$ cat config.mk
export PLATFORM = sky130hd
export DESIGN_NAME = fetch_unit_flat
export DESIGN_NICKNAME = d
export VERILOG_FILES = /design/src/rtl/fetch_if.sv /design/src/rtl/fetch_unit.sv /design/src/flat_wrapper.sv
export SDC_FILE = /design/constraint.sdc
export NUM_CORES = 1
export LEC_CHECK = 0
export BUFFER_PORTS_ARGS = -buffer_cell sky130_fd_sc_hd__buf_2
export CORE_MARGIN = 8
export CORE_UTILIZATION = 44
export CTS_BUF_LIST = sky130_fd_sc_hd__clkbuf_8
export DETAILED_ROUTE_END_ITERATION = 6
export PLACE_DENSITY = 0.79
export SETUP_SLACK_MARGIN = 0.4
export SLEW_MARGIN = 25
export SYNTH_ARGS = -nofsm -noshare
export SYNTH_HDL_FRONTEND = slang
export SYNTH_SLANG_ARGS = --single-unit
$ cat constraint.sdc
create_clock -name clk -period 2 [get_ports clk]
set_input_delay 0.4 -clock clk [delete_from_list [all_inputs] [get_ports clk]]
set_output_delay 0.4 -clock clk [all_outputs]
set_load 0.05 [all_outputs]
$ cat src/rtl/fetch_if.sv
// Fetch-stage bundle: control from the pipeline, the word-read port toward
// unified memory, and the {pc, insn} handoff toward decode.
interface fetch_if;
    logic        start;
    logic        stall;
    logic        redirect;
    logic [31:0] redirect_pc;
    logic [31:0] mem_address;
    logic [1:0]  mem_access_size;
    logic        mem_write;
    logic [31:0] mem_data_out;
    logic [31:0] insn_out;
    logic [31:0] pc_out;
    logic        insn_valid;
    logic        fault;
    logic        busy;

    // The fetch unit itself.
    modport master (
        input  start, stall, redirect, redirect_pc, mem_data_out,
        output mem_address, mem_access_size, mem_write,
               insn_out, pc_out, insn_valid, fault, busy
    );

    // Memory, decode and control around the fetch unit.
    modport slave (
        output start, stall, redirect, redirect_pc, mem_data_out,
        input  mem_address, mem_access_size, mem_write,
               insn_out, pc_out, insn_valid, fault, busy
    );
endinterface

$ cat src/rtl/fetch_unit.sv
// Instruction fetch stage. Holds the PC, reads one word per cycle from the
// byte-addressed memory, and hands {pc_out, insn_out} to decode. Branch
// redirects drop the in-flight word; any illegal PC halts with a sticky fault.
module fetch_unit #(
    parameter logic [31:0] START_PC  = 32'h8002_0000,
    parameter logic [31:0] MEM_BASE  = 32'h8002_0000,
    parameter logic [31:0] MEM_BYTES = 32'd1048576
) (
    input  logic clk,
    input  logic rst,
    fetch_if.master bus
);

    typedef enum logic [1:0] {
        IDLE = 2'd0,
        RUN  = 2'd1,
        HALT = 2'd2
    } state_t;

    state_t      state_r;
    logic [31:0] pc_r;
    logic [31:0] insn_r;
    logic [31:0] pc_out_r;
    logic        insn_valid_r;
    logic        fault_r;
    logic        busy_r;

    logic        pc_legal_s;
    logic        redirect_legal_s;

    // Word-aligned and inside the memory window; 33-bit compare so the top
    // bound cannot overflow.
    function automatic logic is_legal(input logic [31:0] addr);
        logic [32:0] addr_s;
        logic [32:0] lo_s;
        logic [32:0] hi_s;
        addr_s = {1'b0, addr};
        lo_s   = {1'b0, MEM_BASE};
        hi_s   = {1'b0, MEM_BASE} + {1'b0, MEM_BYTES} - 33'd4;
        return (addr[1:0] == 2'b00) && (addr_s >= lo_s) && (addr_s <= hi_s);
    endfunction

    assign pc_legal_s       = is_legal(pc_r);
    assign redirect_legal_s = is_legal(bus.redirect_pc);

    // Memory always reads the current PC as a word; the port never writes.
    assign bus.mem_address     = pc_r;
    assign bus.mem_access_size = 2'b10;
    assign bus.mem_write       = 1'b0;

    assign bus.insn_out   = insn_r;
    assign bus.pc_out     = pc_out_r;
    assign bus.insn_valid = insn_valid_r;
    assign bus.fault      = fault_r;
    assign bus.busy       = busy_r;

    // Fetch FSM: redirect beats stall, stall beats the range check, and
    // only then is the returned word captured and the PC advanced.
    always_ff @(posedge clk) begin
        if (rst) begin
            state_r      <= IDLE;
            pc_r         <= START_PC;
            insn_r       <= 32'h0000_0000;
            pc_out_r     <= 32'h0000_0000;
            insn_valid_r <= 1'b0;
            fault_r      <= 1'b0;
            busy_r       <= 1'b0;
        end else begin
            case (state_r)
                IDLE: begin
                    insn_valid_r <= 1'b0;
                    if (bus.start) begin
                        state_r <= RUN;
                        busy_r  <= 1'b1;
                    end else begin
                        busy_r  <= 1'b0;
                    end
                end
                RUN: begin
                    if (bus.redirect) begin
                        insn_valid_r <= 1'b0;
                        if (redirect_legal_s) begin
                            pc_r <= bus.redirect_pc;
                        end else begin
                            state_r <= HALT;
                            fault_r <= 1'b1;
                            busy_r  <= 1'b0;
                        end
                    end else if (bus.stall) begin
                        state_r <= RUN;
                    end else if (!pc_legal_s) begin
                        state_r      <= HALT;
                        fault_r      <= 1'b1;
                        busy_r       <= 1'b0;
                        insn_valid_r <= 1'b0;
                    end else begin
                        insn_r       <= bus.mem_data_out;
                        pc_out_r     <= pc_r;
                        insn_valid_r <= 1'b1;
                        pc_r         <= pc_r + 32'd4;
                    end
                end
                HALT: begin
                    fault_r      <= 1'b1;
                    busy_r       <= 1'b0;
                    insn_valid_r <= 1'b0;
                end
                default: begin
                    state_r      <= HALT;
                    fault_r      <= 1'b1;
                    busy_r       <= 1'b0;
                    insn_valid_r <= 1'b0;
                end
            endcase
        end
    end

endmodule
$ cat src/flat_wrapper.sv
// flat-port wrapper written by rule: the top's interface ports become plain ports
module fetch_unit_flat 
#(
    parameter logic [31:0] START_PC  = 32'h8002_0000,
    parameter logic [31:0] MEM_BASE  = 32'h8002_0000,
    parameter logic [31:0] MEM_BYTES = 32'd1048576
)
  (clk, rst, bus_start, bus_stall, bus_redirect, bus_redirect_pc, bus_mem_data_out, bus_mem_address, bus_mem_access_size, bus_mem_write, bus_insn_out, bus_pc_out, bus_insn_valid, bus_fault, bus_busy);
  fetch_if bus_i ();
  input  logic clk;
  input  logic rst;
  input wire logic [$bits(bus_i.start)-1:0] bus_start;
  input wire logic [$bits(bus_i.stall)-1:0] bus_stall;
  input wire logic [$bits(bus_i.redirect)-1:0] bus_redirect;
  input wire logic [$bits(bus_i.redirect_pc)-1:0] bus_redirect_pc;
  input wire logic [$bits(bus_i.mem_data_out)-1:0] bus_mem_data_out;
  output wire logic [$bits(bus_i.mem_address)-1:0] bus_mem_address;
  output wire logic [$bits(bus_i.mem_access_size)-1:0] bus_mem_access_size;
  output wire logic [$bits(bus_i.mem_write)-1:0] bus_mem_write;
  output wire logic [$bits(bus_i.insn_out)-1:0] bus_insn_out;
  output wire logic [$bits(bus_i.pc_out)-1:0] bus_pc_out;
  output wire logic [$bits(bus_i.insn_valid)-1:0] bus_insn_valid;
  output wire logic [$bits(bus_i.fault)-1:0] bus_fault;
  output wire logic [$bits(bus_i.busy)-1:0] bus_busy;
  assign bus_i.start = bus_start;
  assign bus_i.stall = bus_stall;
  assign bus_i.redirect = bus_redirect;
  assign bus_i.redirect_pc = bus_redirect_pc;
  assign bus_i.mem_data_out = bus_mem_data_out;
  assign bus_mem_address = bus_i.mem_address;
  assign bus_mem_access_size = bus_i.mem_access_size;
  assign bus_mem_write = bus_i.mem_write;
  assign bus_insn_out = bus_i.insn_out;
  assign bus_pc_out = bus_i.pc_out;
  assign bus_insn_valid = bus_i.insn_valid;
  assign bus_fault = bus_i.fault;
  assign bus_busy = bus_i.busy;
  fetch_unit #(.START_PC(START_PC), .MEM_BASE(MEM_BASE), .MEM_BYTES(MEM_BYTES)) u_core (.clk(clk), .rst(rst), .bus(bus_i));
endmodule
==> flow_summary.toml, run 1 <==
[setup_path]
critPathRequiredTime_ns = 2.26
crit_fanout = 29
crit_path_start_kind = "flop"
cp.arrival_ns = 2.40
path_class = "reg2reg"
rrSetupSlack_ns = -0.14
endpoint_kind = "flop"
rr_worst_depth = 6

[timing]
maxSlewViolCount = 0
rsz0062_at_grt = "yes"
hold_slack_ns = 0.254
hold_viol = 0
finClkSkew_ns = 0.0131
setup_slack_ns = -0.145
fin_crit_ns = 2.14
tns_ns = -7.49
fin_crit_sh = 1.07
finalSetupViolCount = 82
fmaxAchievable_mhz = 466

[yosys]
synth_edf_count = 0
ys_ff_latch = 101
ys_seq_area_frac = 0.502
synth_fa_ha_area_frac = 0.00622
synth_top_family_by_area = "simple AND/OR/NAND/NOR gates"
synth.mux.area_fraction = 0.00528
postSynthCellCount = 493
synth-compound-area-share = 0.174
synthFlopType = "dfxtp_1"
ys_async_sr_fraction = 0
synthSimpleGateAreaFrac = 0.251
yosys.area_share.xor_xnor = 0.00435
syn_area_per_cell_um2 = 8.16
syn_area_um2 = 4030
ys_types = 45
ys_warn_count = 0

[detailed_routing]
drt_iter0_markers = 215
ant_nets = 0
met1_length_um = 5170
wl_met3_um = 1080
avgRoutedWirePerCell_um = 16.3
firstDrtPassIters = 5
routed_wl_um = 12900
drc = 0
dr_wl_met2_um = 6410
routed.top_layer = "met4"
via_per_inst = 5.31
route.vias.total = 4226

[place]
place.gp.congestion = 0.890
pre_cts_ws_ns = -0.309
numPortBuffers = 167
placedCellCount = 766
dp_hpwl_um = 9140

[die]
rows = 35
die_x_um = 112
io_pins = 171
dieArea_um2 = 12500
dieHeight_um = 112
coreArea_um2 = 9060
initial_core_util = 0.444

[clocking]
root_buffer = "clkbuf_8"
cts_buffers = 9
htree_levels = 3
clock-sinks = 101
worstSkewPairLatency_ns = 0.37
cts_tree = "built"
clockBufferDepth = 2
path_clk_slew_ns = 0.10

[grt]
track_usage = 0.199
overflow = 0
grt_pass1_vias = 4218
grt_max_degree = 43
antenna_found_initial = 0
grt_first_pass_wirelength_um = 20400

[pwr]
p_leak_nw = 2.51
peakVddDrop_v = 0.000376
p_per_area_nw_per_um2 = 724

[layout]
instances_no_fill = 796
drive_gt1_frac = 0.390
fin_nets = 751
antenna_cells = 0
layout_common_cells = "buf_2 (164), nand2_1 (129), dfxtp_1 (90)"
syn_to_final_growth_pct = 39.1
final_common_cell = "buf_2"
post-route-util = 0.618

[worst_hold_path]
hold_depth = 3
hold_class = "in2reg"

[job]
maxCapViolations = 0

[status]
status = "finished, violations left"
violations = "negative setup slack"
## flip-flops by register name, summed over array words and instances (netlist names)
register                cells
u_core.state_r              2
u_core.bus.pc_out          32
u_core.bus.fault            1
u_core.bus.insn_valid       1
u_core.bus.insn_out        32
u_core.bus.busy             1
u_core.bus.mem_address     32
## stage by stage
step / power (mW) / instance area, um2
2_1_floorplan: 2.51 / 4090
3_3_place_gp: 2.69 / 5150
3_5_place_dp: 2.71 / 5150
4_1_cts: 4.06 / 5510
5_1_grt: 4.21 / 5600
6_report: 4.05 / 5600
## synthesized netlist by cell type, types with 3 or more instances
| cell | n | share of area |
|---|---|---|
| dfxtp_1 | 101 | 0.50 |
| nor4_1 | 3 | 0.0047 |
| o31ai_1 | 7 | 0.013 |
| buf_2 | 7 | 0.0087 |
| buf_6 | 4 | 0.011 |
| inv_1 | 7 | 0.0065 |
| nand4_1 | 4 | 0.0062 |
| and2_1 | 10 | 0.016 |
| a211oi_1 | 8 | 0.015 |
| o21ai_0 | 16 | 0.020 |
| and3_1 | 18 | 0.028 |
| nand3_1 | 9 | 0.011 |
| a21oi_1 | 72 | 0.090 |
| nor3_1 | 5 | 0.0062 |
| nand2_1 | 130 | 0.12 |
| clkbuf_1 | 20 | 0.019 |
| nand2b_1 | 3 | 0.0047 |
| buf_4 | 5 | 0.0093 |
| nor3_2 | 3 | 0.0075 |
| or3_1 | 3 | 0.0047 |
| nor2_1 | 23 | 0.021 |
## critical path, cell delays in order (launching register included)
cell and delay, ns:
dfxtp_4 0.35, or4_4 0.52, nor3_2 0.13, nand4_2 0.16
or3_4 0.51, buf_12 0.19, and3_1 0.18
## cell families (layout without fill, tap and decap cells)
| family | after synthesis | after routing |
|---|---|---|
| compound gates | 120 | 120 |
| mux | 2 | 2 |
| simple gates | 221 | 221 |
| buf+inv | 43 | 234 |
| xor+xnor | 2 | 2 |
| fa+ha+maj | 2 | 2 |
| other cells | 2 | 3 |
| flops | 101 | 101 |
## routing by layer
metal,GRT usage,vias up
met1,0.214,1977
met3,0.0666,23
li1,-,2053
met2,0.347,173
met5,0,-
met4,0.0930,0
## path summary, 6_finish.rpt
path                                      startpoint                                   end
min                              bus_mem_data_out[2]   u_core.bus.insn_out[2]$_SDFFE_PP0P_
max          u_core.bus.mem_address[24]$_SDFFE_PP0P_    u_core.bus.pc_out[22]$_SDFFE_PP0P_
max reg2reg  u_core.bus.mem_address[24]$_SDFFE_PP0P_    u_core.bus.pc_out[22]$_SDFFE_PP0P_
min reg2reg     u_core.bus.insn_out[15]$_SDFFE_PP0P_  u_core.bus.insn_out[15]$_SDFFE_PP0P_
## what timing repair did
action	4_1_cts	5_1_grt
hold buffers	0	0
gates cloned	3	1
resized for setup	16	18
buffers inserted	10	0
pin swaps	4	4
endpoints found under the hold margin	0	0
setup endpoints to repair	93	97
## where the power goes
group          internal, mW  total (mW)  switching [mW]  leakage [nW]
logic                 0.221       0.628           0.406          1.58
registers              2.06        2.10          0.0422         0.822
clock network         0.614        1.33           0.712         0.104
total                  2.89        4.05            1.16          2.51
## final cells by class
type	count	area, um2
clock buffer	10	138
clock inverter	6	63.8
fill	787	3460
inverter	7	26.3
multi-input combinational	350	1900
sequential	101	2040
tap	111	139
timing repair buffer	211	1290
(Power assumes the default switching activity.)
==> run 2: changes to the inputs <==
--- a/config.mk
+++ b/config.mk
@@ -7,10 +7,10 @@
 export LEC_CHECK = 0
 export BUFFER_PORTS_ARGS = -buffer_cell sky130_fd_sc_hd__buf_2
 export CORE_MARGIN = 8
-export CORE_UTILIZATION = 44
-export CTS_BUF_LIST = sky130_fd_sc_hd__clkbuf_8
+export CORE_UTILIZATION = 43
+export CTS_BUF_LIST = sky130_fd_sc_hd__clkbuf_8 sky130_fd_sc_hd__clkbuf_16
 export DETAILED_ROUTE_END_ITERATION = 6
-export PLACE_DENSITY = 0.79
+export PLACE_DENSITY = 0.77
 export SETUP_SLACK_MARGIN = 0.4
 export SLEW_MARGIN = 25
 export SYNTH_ARGS = -nofsm -noshare
==> flow_summary.toml, run 2 (synthesis gave the netlist of run 1 again) <==
[setup_path]
crit_buf_inv = 3
rrSetupSlack_ns = -0.16
r2r-start = "u_core.bus.mem_address[24]$_SDFFE_PP0P_"
max_stage_delay_ns = 0.54
path_class = "reg2reg"
rr_worst_depth = 9
critPathRequiredTime_ns = 2.30
crit_path_start_kind = "flop"
cp_cell_sequence = "or4_4 > nor3_4 > nand4_4 > buf_6 > nor3_4 > buf_12 > clkbuf_16 > nand2_1 > a21oi_1"
r2r-end = "u_core.bus.insn_out[5]$_SDFFE_PP0P_"
crit_top_cell = "nor3_4"
crit_fanout = 8
endpoint_kind = "flop"
crit_slowest_cell = "or4_4"
crit_family = "simple AND/OR/NAND/NOR gates"
cp.arrival_ns = 2.46

[job]
maxCapViolations = 0

[detailed_routing]
avgRoutedWirePerCell_um = 17.2
drt_iter0_markers = 229
via_per_inst = 5.41
drc = 0
routed_wl_um = 13700
route.vias.total = 4309
ant_nets = 0
firstDrtPassIters = 4

[die]
dieArea_um2 = 12700
rows = 35
initial_core_util = 0.440
coreArea_um2 = 9150
die_x_um = 113
io_pins = 171
dieHeight_um = 113

[status]
violations = "negative setup slack"
status = "finished, violations left"

[pwr]
pwr-share-seq = 0.517
swShare = 0.303
power.internal_mw = 2.84
clkPwrFrac = 0.319
p_per_area_nw_per_um2 = 685
comb_power_share = 0.164
p_leak_nw = 2.63
switchingPower_mw = 1.24
peakVddDrop_v = 0.000350

[timing]
fin_crit_sh = 1.08
fin_crit_ns = 2.16
maxSlewViolCount = 0
hold_viol = 0
setup_slack_ns = -0.164
worst_pin_slew_ns = 0.592
rsz0062_at_grt = "yes"
finalSetupViolCount = 91
max_slew_margin = 0.605
fmaxAchievable_mhz = 462
finClkSkew_ns = 0.0121

[clocking]
cts_buffers = 9
root_buffer = "clkbuf_8"
clock-sinks = 101
cts_tree = "built"
clockBufferDepth = 2
htree_levels = 3
worstSkewPairLatency_ns = 0.36
ctsHoldBuffers = 0
path_clk_slew_ns = 0.11

[worst_hold_path]
hp-start = "bus_mem_data_out[24]"
hold_depth = 3
hold_class = "in2reg"
min_to = "u_core.bus.insn_out[24]$_SDFFE_PP0P_"

[layout]
layout_common_cells = "buf_2 (162), nand2_1 (100), dfxtp_1 (88)"
fin_nets = 751
syn_to_final_growth_pct = 48.1
instances_no_fill = 796
drive_gt1_frac = 0.485
fill_cells = 793
multi_input_area_um2 = 2170
antenna_cells = 0
post-route-util = 0.651
final_common_cell = "buf_2"
seqCellArea_um2 = 2040

[place]
numPortBuffers = 167
place.gp.congestion = 0.868
dp_hpwl_um = 9350
placedCellCount = 766

[grt]
overflow = 0
grt_pass1_vias = 4183
antenna_found_initial = 1
grt_first_pass_wirelength_um = 20300
grt_max_degree = 35
track_usage = 0.195
-- run 2: power by group through the flow --
stage / combinational (mW) / clock (mW) / sequential, mW
floorplan: 0.220 / 0 / 2.29
global placement: 0.547 / 0 / 2.15
detailed placement: 0.557 / 0 / 2.15
CTS: 0.596 / 1.32 / 2.10
global route: 0.709 / 1.41 / 2.12
finish: 0.669 / 1.30 / 2.11
-- run 2: layout make-up --
type	count	share of cell area
Tap cell	111	0.0233
Sequential cell	101	0.343
Clock buffer	11	0.0254
Inverter	7	0.00441
Clock inverter	5	0.00798
Timing Repair Buffer	210	0.232
Multi-Input combinational cell	351	0.364
-- run 2: worst register-to-register path: cells and delay by family, from the launching register on --
kind,cells,cell delay [ns]
AO/OA/AOI/OAI,1,0.10
flip-flops,1,0.36
AND/OR/NAND/NOR,5,1.11
buffers and inverters,3,0.53
-- run 2: stage by stage --
step / cell area, um2 / hold slack (ns) / TNS [ns] / total power [mW] / worst slack (ns)
2_1_floorplan: 4090 / 0.487 / -8.22 / 2.51 / -0.152
3_3_place_gp: 5140 / 0.439 / -8.79 / 2.69 / -0.194
3_5_place_dp: 5140 / 0.444 / -11.19 / 2.71 / -0.265
4_1_cts: 5500 / 0.248 / -9.24 / 4.02 / -0.148
5_1_grt: 5960 / 0.236 / -18.46 / 4.24 / -0.265
6_report: 5960 / 0.261 / -10.30 / 4.08 / -0.164
-- run 2: worst max path at each step --
stage	startpoint	end	slack, ns	depth (start not counted)
2_1_floorplan	u_core.bus.mem_address[24]$_SDFFE_PP0P_	u_core.bus.insn_out[0]$_SDFFE_PP0P_	-0.15	8
3_3_place_gp	bus_redirect_pc[28]	u_core.bus.mem_address[6]$_SDFFE_PP0P_	-0.19	7
3_5_place_dp	bus_redirect_pc[28]	u_core.bus.mem_address[6]$_SDFFE_PP0P_	-0.27	7
4_1_cts	u_core.bus.mem_address[24]$_SDFFE_PP0P_	u_core.bus.pc_out[3]$_SDFFE_PP0P_	-0.15	9
5_1_grt	u_core.bus.mem_address[24]$_SDFFE_PP0P_	u_core.bus.insn_out[12]$_SDFFE_PP0P_	-0.27	9
6_report	u_core.bus.mem_address[24]$_SDFFE_PP0P_	u_core.bus.insn_out[5]$_SDFFE_PP0P_	-0.16	9
-- run 2: timing repair --
action,CTS,global route
setup buffers,3,2
cloned,3,6
gates resized for setup,17,88
setup endpoints to repair,94,98
pin swaps,4,26
-- run 2: per-layer routing --
metal  GRT usage  part of all wire
met1       0.224              0.39
met2       0.328              0.50
met3      0.0559             0.082
met4      0.0917             0.027
met5           0           0.00095
